## src/rtl/unified_cache_mem_scheduler.sv

```systemverilog
`default_nettype none

`ifndef UNIFIED_CACHE_PACKET_WIDTH_IN_BITS
`define UNIFIED_CACHE_PACKET_WIDTH_IN_BITS 32
`endif

// ============================================================================
// Module   : unified_cache_mem_scheduler
// Purpose  : Shares the single cache-to-memory port between the miss and
//            writeback request outputs of every cache bank. Each cycle that
//            the output register can load, one pending source is picked:
//            critical sources first, then round-robin. A source that has
//            waited STARVE_THRESHOLD cycles is treated as critical. The
//            chosen packet is held in an output register until memory
//            acknowledges it.
//
// Ports    : clk_in                      - clock
//            reset_in                    - asynchronous active-high reset
//            request_flatted_in          - {miss[NUM_BANK-1:0], wb[NUM_BANK-1:0]}
//                                          packets, source i at slice i
//            request_valid_flatted_in    - per-source valid
//            request_critical_flatted_in - per-source critical
//            issue_ack_out               - one-hot grant pulse (combinational)
//            to_mem_packet_out           - held packet, zero when empty
//            to_mem_packet_valid_out     - output register occupied
//            to_mem_packet_ack_in        - memory accepted the held packet
//            last_grant_out              - index of the most recent grant
//
// Revision : 1.0 - initial release
// ============================================================================
module unified_cache_mem_scheduler #(
    parameter int NUM_BANK                           = 4,
    parameter int UNIFIED_CACHE_PACKET_WIDTH_IN_BITS = `UNIFIED_CACHE_PACKET_WIDTH_IN_BITS,
    parameter int STARVE_THRESHOLD                   = 15,
    parameter int AGE_WIDTH                          = $clog2(STARVE_THRESHOLD + 1)
) (
    input  logic                                                    clk_in,
    input  logic                                                    reset_in,
    input  logic [2*NUM_BANK*UNIFIED_CACHE_PACKET_WIDTH_IN_BITS-1:0] request_flatted_in,
    input  logic [2*NUM_BANK-1:0]                                   request_valid_flatted_in,
    input  logic [2*NUM_BANK-1:0]                                   request_critical_flatted_in,
    output logic [2*NUM_BANK-1:0]                                   issue_ack_out,
    output logic [UNIFIED_CACHE_PACKET_WIDTH_IN_BITS-1:0]           to_mem_packet_out,
    output logic                                                    to_mem_packet_valid_out,
    input  logic                                                    to_mem_packet_ack_in,
    output logic [$clog2(2*NUM_BANK)-1:0]                           last_grant_out
);

    localparam int                       c_num_src = 2 * NUM_BANK;
    localparam int                       c_idx_w   = $clog2(c_num_src);
    localparam int                       c_pkt_w   = UNIFIED_CACHE_PACKET_WIDTH_IN_BITS;
    localparam logic [AGE_WIDTH-1:0]     c_age_max = AGE_WIDTH'(STARVE_THRESHOLD);
    localparam logic [c_idx_w-1:0]       c_last_rst = c_idx_w'(c_num_src - 1);

    logic [c_pkt_w-1:0]   r_packet;
    logic                 r_valid;
    logic [c_idx_w-1:0]   r_last_grant;

    logic [c_num_src-1:0] w_eff_crit;
    logic [c_num_src-1:0] w_cand;
    logic                 w_load;
    logic                 w_found;
    logic [c_idx_w-1:0]   w_winner;
    logic                 w_grant;
    int                   w_idx;

    // ------------------------------------------------------------------------
    // Per-source age counters and effective-critical flags. A source that is
    // valid but not granted ages by one each edge (even while the output is
    // stalled), saturating at the threshold where it is promoted.
    // ------------------------------------------------------------------------
    generate
        for (genvar gi = 0; gi < c_num_src; gi++) begin : g_src
            logic [AGE_WIDTH-1:0] r_age;

            assign w_eff_crit[gi] = request_valid_flatted_in[gi] &&
                                    (request_critical_flatted_in[gi] || (r_age == c_age_max));

            always_ff @(posedge clk_in or posedge reset_in) begin
                if (reset_in) begin
                    r_age <= '0;
                end else if (issue_ack_out[gi] || !request_valid_flatted_in[gi]) begin
                    r_age <= '0;
                end else if (r_age != c_age_max) begin
                    r_age <= r_age + AGE_WIDTH'(1);
                end
            end
        end
    endgenerate

    // The register can take a new packet when empty or when its current
    // occupant is being accepted this cycle (back-to-back at full rate).
    assign w_load = !r_valid || to_mem_packet_ack_in;

    // Critical candidates shadow plain valid ones entirely.
    assign w_cand = (|w_eff_crit) ? w_eff_crit : request_valid_flatted_in;

    // Rotating search starting just after the previous winner. The modulo is
    // done by a single conditional subtract so non-power-of-two source counts
    // wrap correctly.
    always_comb begin
        w_found  = 1'b0;
        w_winner = '0;
        w_idx    = 0;
        for (int k = 1; k <= c_num_src; k++) begin
            w_idx = int'(r_last_grant) + k;
            if (w_idx >= c_num_src) begin
                w_idx = w_idx - c_num_src;
            end
            if (!w_found && w_cand[w_idx]) begin
                w_found  = 1'b1;
                w_winner = c_idx_w'(w_idx);
            end
        end
    end

    // No grant while reset is asserted, so a source is never told it was
    // accepted in a cycle whose capture is being discarded.
    assign w_grant = w_load && w_found && !reset_in;

    always_comb begin
        issue_ack_out = '0;
        if (w_grant) begin
            issue_ack_out[w_winner] = 1'b1;
        end
    end

    // ------------------------------------------------------------------------
    // Output register
    // ------------------------------------------------------------------------
    always_ff @(posedge clk_in or posedge reset_in) begin
        if (reset_in) begin
            r_packet     <= '0;
            r_valid      <= 1'b0;
            r_last_grant <= c_last_rst;
        end else if (w_load) begin
            if (w_grant) begin
                r_packet     <= request_flatted_in[w_winner*c_pkt_w +: c_pkt_w];
                r_valid      <= 1'b1;
                r_last_grant <= w_winner;
            end else begin
                r_packet <= '0;
                r_valid  <= 1'b0;
            end
        end
    end

    assign to_mem_packet_out       = r_packet;
    assign to_mem_packet_valid_out = r_valid;
    assign last_grant_out          = r_last_grant;

endmodule

`default_nettype wire
```

## config.mk

```make
export PLATFORM = sky130hd
export DESIGN_NAME = unified_cache_mem_scheduler
export DESIGN_NICKNAME = d
export VERILOG_FILES = /design/src/rtl/unified_cache_mem_scheduler.sv
export SDC_FILE = /design/constraint.sdc
export NUM_CORES = 1
export LEC_CHECK = 0
export ABC_AREA = 1
export BUFFER_PORTS_ARGS = -buffer_cell sky130_fd_sc_hd__buf_4
export CAP_MARGIN = 25
export CORE_MARGIN = 10
export CORE_UTILIZATION = 49
export CTS_BUF_LIST = sky130_fd_sc_hd__clkbuf_4 sky130_fd_sc_hd__clkbuf_8 sky130_fd_sc_hd__clkbuf_16
export DETAILED_ROUTE_END_ITERATION = 7
export PLACE_DENSITY = 0.83
export SYNTH_ARGS = -nofsm -noshare
export SYNTH_HDL_FRONTEND = slang
export SYNTH_SLANG_ARGS = --single-unit
```

## constraint.sdc

```tcl
create_clock -name clk_in -period 3.8 [get_ports clk_in]
set_clock_uncertainty 0.2 [all_clocks]
set_input_delay 0.38 -clock clk_in [delete_from_list [all_inputs] [get_ports clk_in]]
set_output_delay 0.38 -clock clk_in [all_outputs]
set_load 0.02 [all_outputs]
```

==> Yosys cells after proc, flatten, opt, wreduce, memory -nomap -nowiden <==
Cells that the tools add are included.
{ "op_classes": {"magnitude_cmp": 18, "div_mod_pow": 0, "reduce_logical": 62, "multipliers": 0, "eq_ne": 16, "n_shift": 1, "bitwise_logic": 0, "n_addsub": 24, "mux": 70} }
{ "ops": {"columns": ["op", "n"], "rows": [
  ["32-bit 2-to-1 mux", 9],
  ["32-bit by 5-bit < comparator with 1-bit output, second input constant", 8],
  ["256-bit by 9-bit variable part select with 32-bit output", 1],
  ["4-bit 2-to-1 mux", 16],
  ["4-bit by 4-bit subtractor with 5-bit output, second input constant", 7],
  ["4-bit by 1-bit adder with 4-bit output, second input constant", 8],
  ["4-bit equality test, second input constant", 8],
  ["4-bit != test, second input constant", 8],
  ["4-bit >= comparator, second input constant", 7],
  ["1-bit 2-to-1 mux", 26],
  ["1-bit binary-select mux with 3-bit select", 8],
  ["3-bit 2-to-1 mux", 8],
  ["1-bit logical AND", 18],
  ["1-bit zero test", 17],
  ["1-bit logical OR", 17],
  ["3-bit by 3-bit adder with 4-bit output, second input constant", 4],
  ["8-bit 2-to-1 mux", 2],
  ["2-bit nonzero test", 8],
  ["3-bit by 2-bit adder with 4-bit output, second input constant", 2],
  ["8-bit OR reduction", 1],
  ["5-bit by 4-bit subtractor with 6-bit output, second input constant", 1],
  ["3-bit by 4-bit adder with 5-bit output, second input constant", 1],
  ["5-bit by 4-bit >= comparator with 1-bit output, second input constant", 1],
  ["3-bit by 1-bit adder with 4-bit output, second input constant", 1],
  ["4 further kinds", 4]
]} }
{ "totals": {"input_bits": 275, "output_inout_bits": 44, "mem_bits_ro": 0, "latchBits": 0, "memories": 0, "mem_bits_rw": 0, "regBits": 68} }

==> Logic depth before layout (Yosys ltp) <==
{ "logic_depth": {"word_depth": 37, "ltp_mapped": 28, "ltp_nobuf": 27} }

==> Least setup slack after synthesis <==
No wires, ideal clock.
{ "synth_timing": {"path_kind": "register to output", "start": "register r_last_grant[0] (netlist: last_grant_out[0])", "end": "output issue_ack_out[2]", "slack_ns": 0.031, "required_time_ns": 3.220, "t_arrival_ns": 3.189, "path_stages_with_launch": 19, "path_cell_list": "dfstp_2 -> clkbuf_1 -> inv_1 -> buf_2 -> ha_1 -> buf_2 -> inv_1 -> nand3_1 -> nand3_1 -> nand2_1 -> nand2_1 -> nor2_4 -> nand4_2 -> nor2_1 -> nand3_1 -> nand3_2 -> nand2_2 -> buf_2 -> nor2_1"} }
{ "synth_between": {"elab_chain_cells": 33} }
{ "synth_rtl": {"columns": ["item", "line_no", "source"], "rows": [
  ["start, declared", "57", "logic [c_idx_w-1:0] r_last_grant;"],
  ["start signal, assigned", "135", "r_last_grant <= c_last_rst;"],
  ["start signal, assigned", "140", "r_last_grant <= w_winner;"],
  ["3-bit by 1-bit adder with 4-bit output", "106", "w_idx = int'(r_last_grant) + k;"],
  ["4-bit by 4-bit subtractor with 5-bit output or 4-bit >= comparator (tied branches)", "108, 107", null],
  ["32-bit 2-to-1 mux", "107", "if (w_idx >= c_num_src) begin"],
  ["1-bit binary-select mux with 3-bit select", "110", "if (!w_found && w_cand[w_idx]) begin"],
  ["1-bit 2-to-1 mux (implied by the code) (2 in a row)", "110", null],
  ["1-bit 2-to-1 mux", "110", null],
  ["1-bit zero test", "110", null],
  ["1-bit logical AND", "110", null],
  ["[16 not listed]", null, null],
  ["1-bit zero test", "110", null],
  ["1-bit logical AND", "110", null],
  ["3-bit 2-to-1 mux", "110", null],
  ["3-bit by 4-bit < comparator with 1-bit output (implied by the code) or 3-bit by 1-bit >= comparator with 1-bit output (tied branches)", "124", "issue_ack_out[w_winner] = 1'b1;"],
  ["1-bit logical AND (implied by the code)", "124", null],
  ["1-bit 2-to-1 mux (implied by the code)", "124", null],
  ["1-bit demux with 3-bit select", "124", null],
  ["8-bit 2-to-1 mux *", "123", "if (w_grant) begin"],
  ["end, declared", "42", "output logic [2*NUM_BANK-1:0] issue_ack_out,"]
]} }
Mark *: on every way between the ends. The rest lies on a longest branch, timed or not. The select of a mux whose other input is x is not followed.

==> Worst setup path in the final report <==
{ "layout_timing": {"start": "register g_src[6].r_age[1]", "end": "output issue_ack_out[7]"} }
{ "layout_between": {"elab_chain_cells": 35} }
{ "layout_rtl": {"columns": ["item", "line_no", "source"], "rows": [
  ["start, declared", "74", "logic [AGE_WIDTH-1:0] r_age;"],
  ["start signal, assigned", "85", "r_age <= r_age + AGE_WIDTH'(1);"],
  ["4-bit equality test *", "77", "(request_critical_flatted_in[gi] || (r_age == c_age_max));"],
  ["1-bit logical OR *", "77", null],
  ["1-bit logical AND *", "76", "assign w_eff_crit[gi] = request_valid_flatted_in[gi] &&"],
  ["8-bit OR reduction", "96", "assign w_cand = (|w_eff_crit) ? w_eff_crit : request_valid_flatted_in;"],
  ["8-bit 2-to-1 mux *", "96", null],
  ["1-bit binary-select mux with 3-bit select", "110", null],
  ["1-bit 2-to-1 mux (implied by the code) (2 in a row)", "110", null],
  ["1-bit 2-to-1 mux", "110", null],
  ["[18 not listed]", null, null],
  ["1-bit zero test", "110", null],
  ["1-bit logical AND", "110", null],
  ["3-bit 2-to-1 mux", "110", null],
  ["3-bit by 4-bit < comparator with 1-bit output (implied by the code) or 3-bit by 1-bit >= comparator with 1-bit output (tied branches)", "124", null],
  ["1-bit logical AND (implied by the code)", "124", null],
  ["1-bit 2-to-1 mux (implied by the code)", "124", null],
  ["1-bit demux with 3-bit select", "124", null],
  ["8-bit 2-to-1 mux *", "123", null]
]} }
Marks and branches as above.

==> flow_summary.toml <==
[worst_setup_path]
worstPathMaxFanout = 7
crit_path_end_kind = "primary output"
crit_type = "reg -> out"
crit_arrival_ns = 3.41
crit_required_ns = 3.22
critPathLaunchType = "register"

[global_route]
grt_pass1_vias = 8711
grt_overflow = 0
grt_pass1_wl_um = 45900
grt_antenna_before_repair = 1
grt_max_degree = 69
grt_usage_pct = 28.4

[clock_tree]
path_clk_slew_ns = 0.06
clock-root-buffer = "clkbuf_16"
clock-sinks = 68
clock_path_buffers = 2
insertion_delay_ns = 0.35
cts_buffers = 9
cts_tree = "built"
cts.htree.levels = 3

[placed_design]
placed_area_um2 = 9830
gp_congestion = 0.949
dp_slack_ns = 0.00437
hpwl_um = 23100
io_buffers = 318

[synthesis]
synthDistinctLibCells = 31
yosysWarnings = 0
synthesis.area_um2 = 7200
syn_inst = 1236
synth_top_area_cell = "nand2_1"
yosysMostFrequentCell = "nand2_1"
synth_edf_count = 0
synth_seq_area_share_pct = 23.7
ys_top_cells_by_count = "495 x nand2_1, 190 x inv_1, 111 x nand3_1"
netlist.area_leader.share_pct = 25.8
mappedNetlistNets = 1521
synth_ff_type = "dfrtp_1"
synth.avg_cell_area_um2 = 5.82
async_reset_ff_share_pct = 100
yosys-top-cells-area = "nand2_1 26%, dfrtp_1 23%, inv_1 9.9%"
synth-seq-cells = 68

[route]
dr_total_vias = 9526
dr.pass1.iters = 7
drt-total-wl_um = 34500
drt_iter0_markers = 948
wl_met3_um = 3160
top_layer_used = "met4"
wl_per_cell_um = 19.1
dr_wl_met2_um = 17500
drc = 0
via_per_inst = 5.28
m1WireLength_um = 12400
drtAntennaViolNets = 0

[timing]
drv_slew = 0
setup_viol = 9
hold_violations = 0
layout_setup_ws_ns = -0.195
max_freq_mhz = 250
maxSlewHeadroom_pct = 41.7
rsz0062_at_grt = "yes"
min_period_ns = 3.99
worst_pin_slew_ns = 0.874
fin_crit_sh_pct = 105

[finish]
fin_area_um2 = 12000
drive_above_1_share_pct = 37.1
multi_input_area_um2 = 5310
syn_to_final_growth_pct = 66.2
seqCellArea_um2 = 1710
final_nets = 1899
fill_cells = 997

[die]
start_util_pct = 49.7
row_count = 44
fp.dieH_um = 141
ios = 319
die_area_um2 = 19900
die_w_um = 141
coreArea_um2 = 14500

[status]
status = "finished, violations left"
violations = "setup timing"

[flow_run]
cap_viol_max_count = 0

[worst_hold_path]
hp-class = "in -> async"
[state kept, by name, indices dropped and copies added, names as in the netlist]
name	cells
g_src.r_age	32
last_grant_out	3
to_mem_packet_out	32
to_mem_packet_valid_out	1
[layout make-up]
type | count | area share [%]
multi-input combinational | 912 | 44.4
timing repair buffer | 429 | 30.3
sequential | 68 | 14.3
inverter | 194 | 6.15
clock buffer | 10 | 2.00
tap | 184 | 1.92
clock inverter | 6 | 0.931
antenna | 1 | 0.0209
[final timing paths]
path,from,end,slack (ns),depth (start not counted)
min in group clk_in,request_valid_flatted_in[3],g_src[3].r_age[1]$_DFFE_PP0P_,0.20,3
hold / removal,reset_in,g_src[2].r_age[0]$_DFFE_PP0P_,0.17,3
setup reg to reg,g_src[6].r_age[1]$_DFFE_PP0P_,g_src[4].r_age[0]$_DFFE_PP0P_,0,23
max in group asynchronous,reset_in,g_src[7].r_age[0]$_DFFE_PP0P_,2.67,3
setup / recovery,g_src[6].r_age[1]$_DFFE_PP0P_,issue_ack_out[7],-0.19,20
hold reg to reg,to_mem_packet_out[6]$_DFFE_PP0P_,to_mem_packet_out[6]$_DFFE_PP0P_,0.27,2
[cells by family after synthesis]
logic type / synth area share (%)
buffers and inverters: 15.3
adders and majority gates: 1.74
muxes: 1.11
and+or+nand+nor: 48.6
AOI/OAI and AO/OA: 6.43
DFF: 23.7
xor gates and xnor gates: 3.04
[repair_timing]
action                     in CTS  in global routing
buffers inserted               35                 34
hold buffers                    0                  0
setup endpoints to repair       9                 44
gates cloned                    0                 10
pin swaps                      26                 65
resized for setup              75                144
[cell usage in the layout, fill, tap and decap left out, types with 5 or more instances in the layout]
cell type,count
ha_4,5
a21oi_1,36
inv_1,186
nor2_4,16
buf_6,11
nor2_2,7
xnor2_1,14
nand3_1,61
mux2i_1,8
nand3_4,39
nand2_4,11
clkbuf_16,19
nand3b_1,73
o21bai_1,7
o21ai_1,32
nand3_2,22
o21ai_2,5
nand2_1,457
nor2_1,59
buf_12,8
dfrtp_1,65
buf_4,395
inv_2,5
nand2_2,29
xor2_1,10
[stage by stage]
| stage | hold slack, ns | cells | utilization [%] | TNS [ns] |
|---|---|---|---|---|
| after global placement | 0.263 | 1709 | 67.9 | 0 |
| after CTS | 0.162 | 1760 | 74.2 | -0.0417 |
| after global routing | 0.206 | 1804 | 82.6 | -8.50 |
| final | 0.166 | 1804 | 82.6 | -1.15 |
| after floorplan | 0.323 | 1236 | - | 0 |
| after detailed placement | 0.267 | 1709 | 67.9 | 0 |
[critical path: stages, from the launching register on]
cell and delay [ns]:
dfrtp_1 0.45, ha_4 0.20, nand3_4 0.10, nand2_2 0.09, nand2_2 0.07, nand2_2 0.08
nor2_4 0.06, buf_12 0.15, nand3_4 0.10, nand3_2 0.12, nand3_2 0.13, nand3_2 0.09
nand2_4 0.09, nand4_1 0.15, nor2_2 0.17, nand4_1 0.17, buf_4 0.19, nand3_4 0.14
nand3_4 0.18, nor2_1 0.16, buf_4 0.16
[routing by layer]
metal | vias to the layer above | GRT usage [%]
met5 | - | 0
met2 | 514 | 49.8
met3 | 108 | 7.42
met4 | 0 | 10.1
met1 | 4349 | 32.4
li1 | 4555 | -
Power is not shown: default switching activity piles up to over one toggle a cycle in this logic, so the estimate is an artifact.
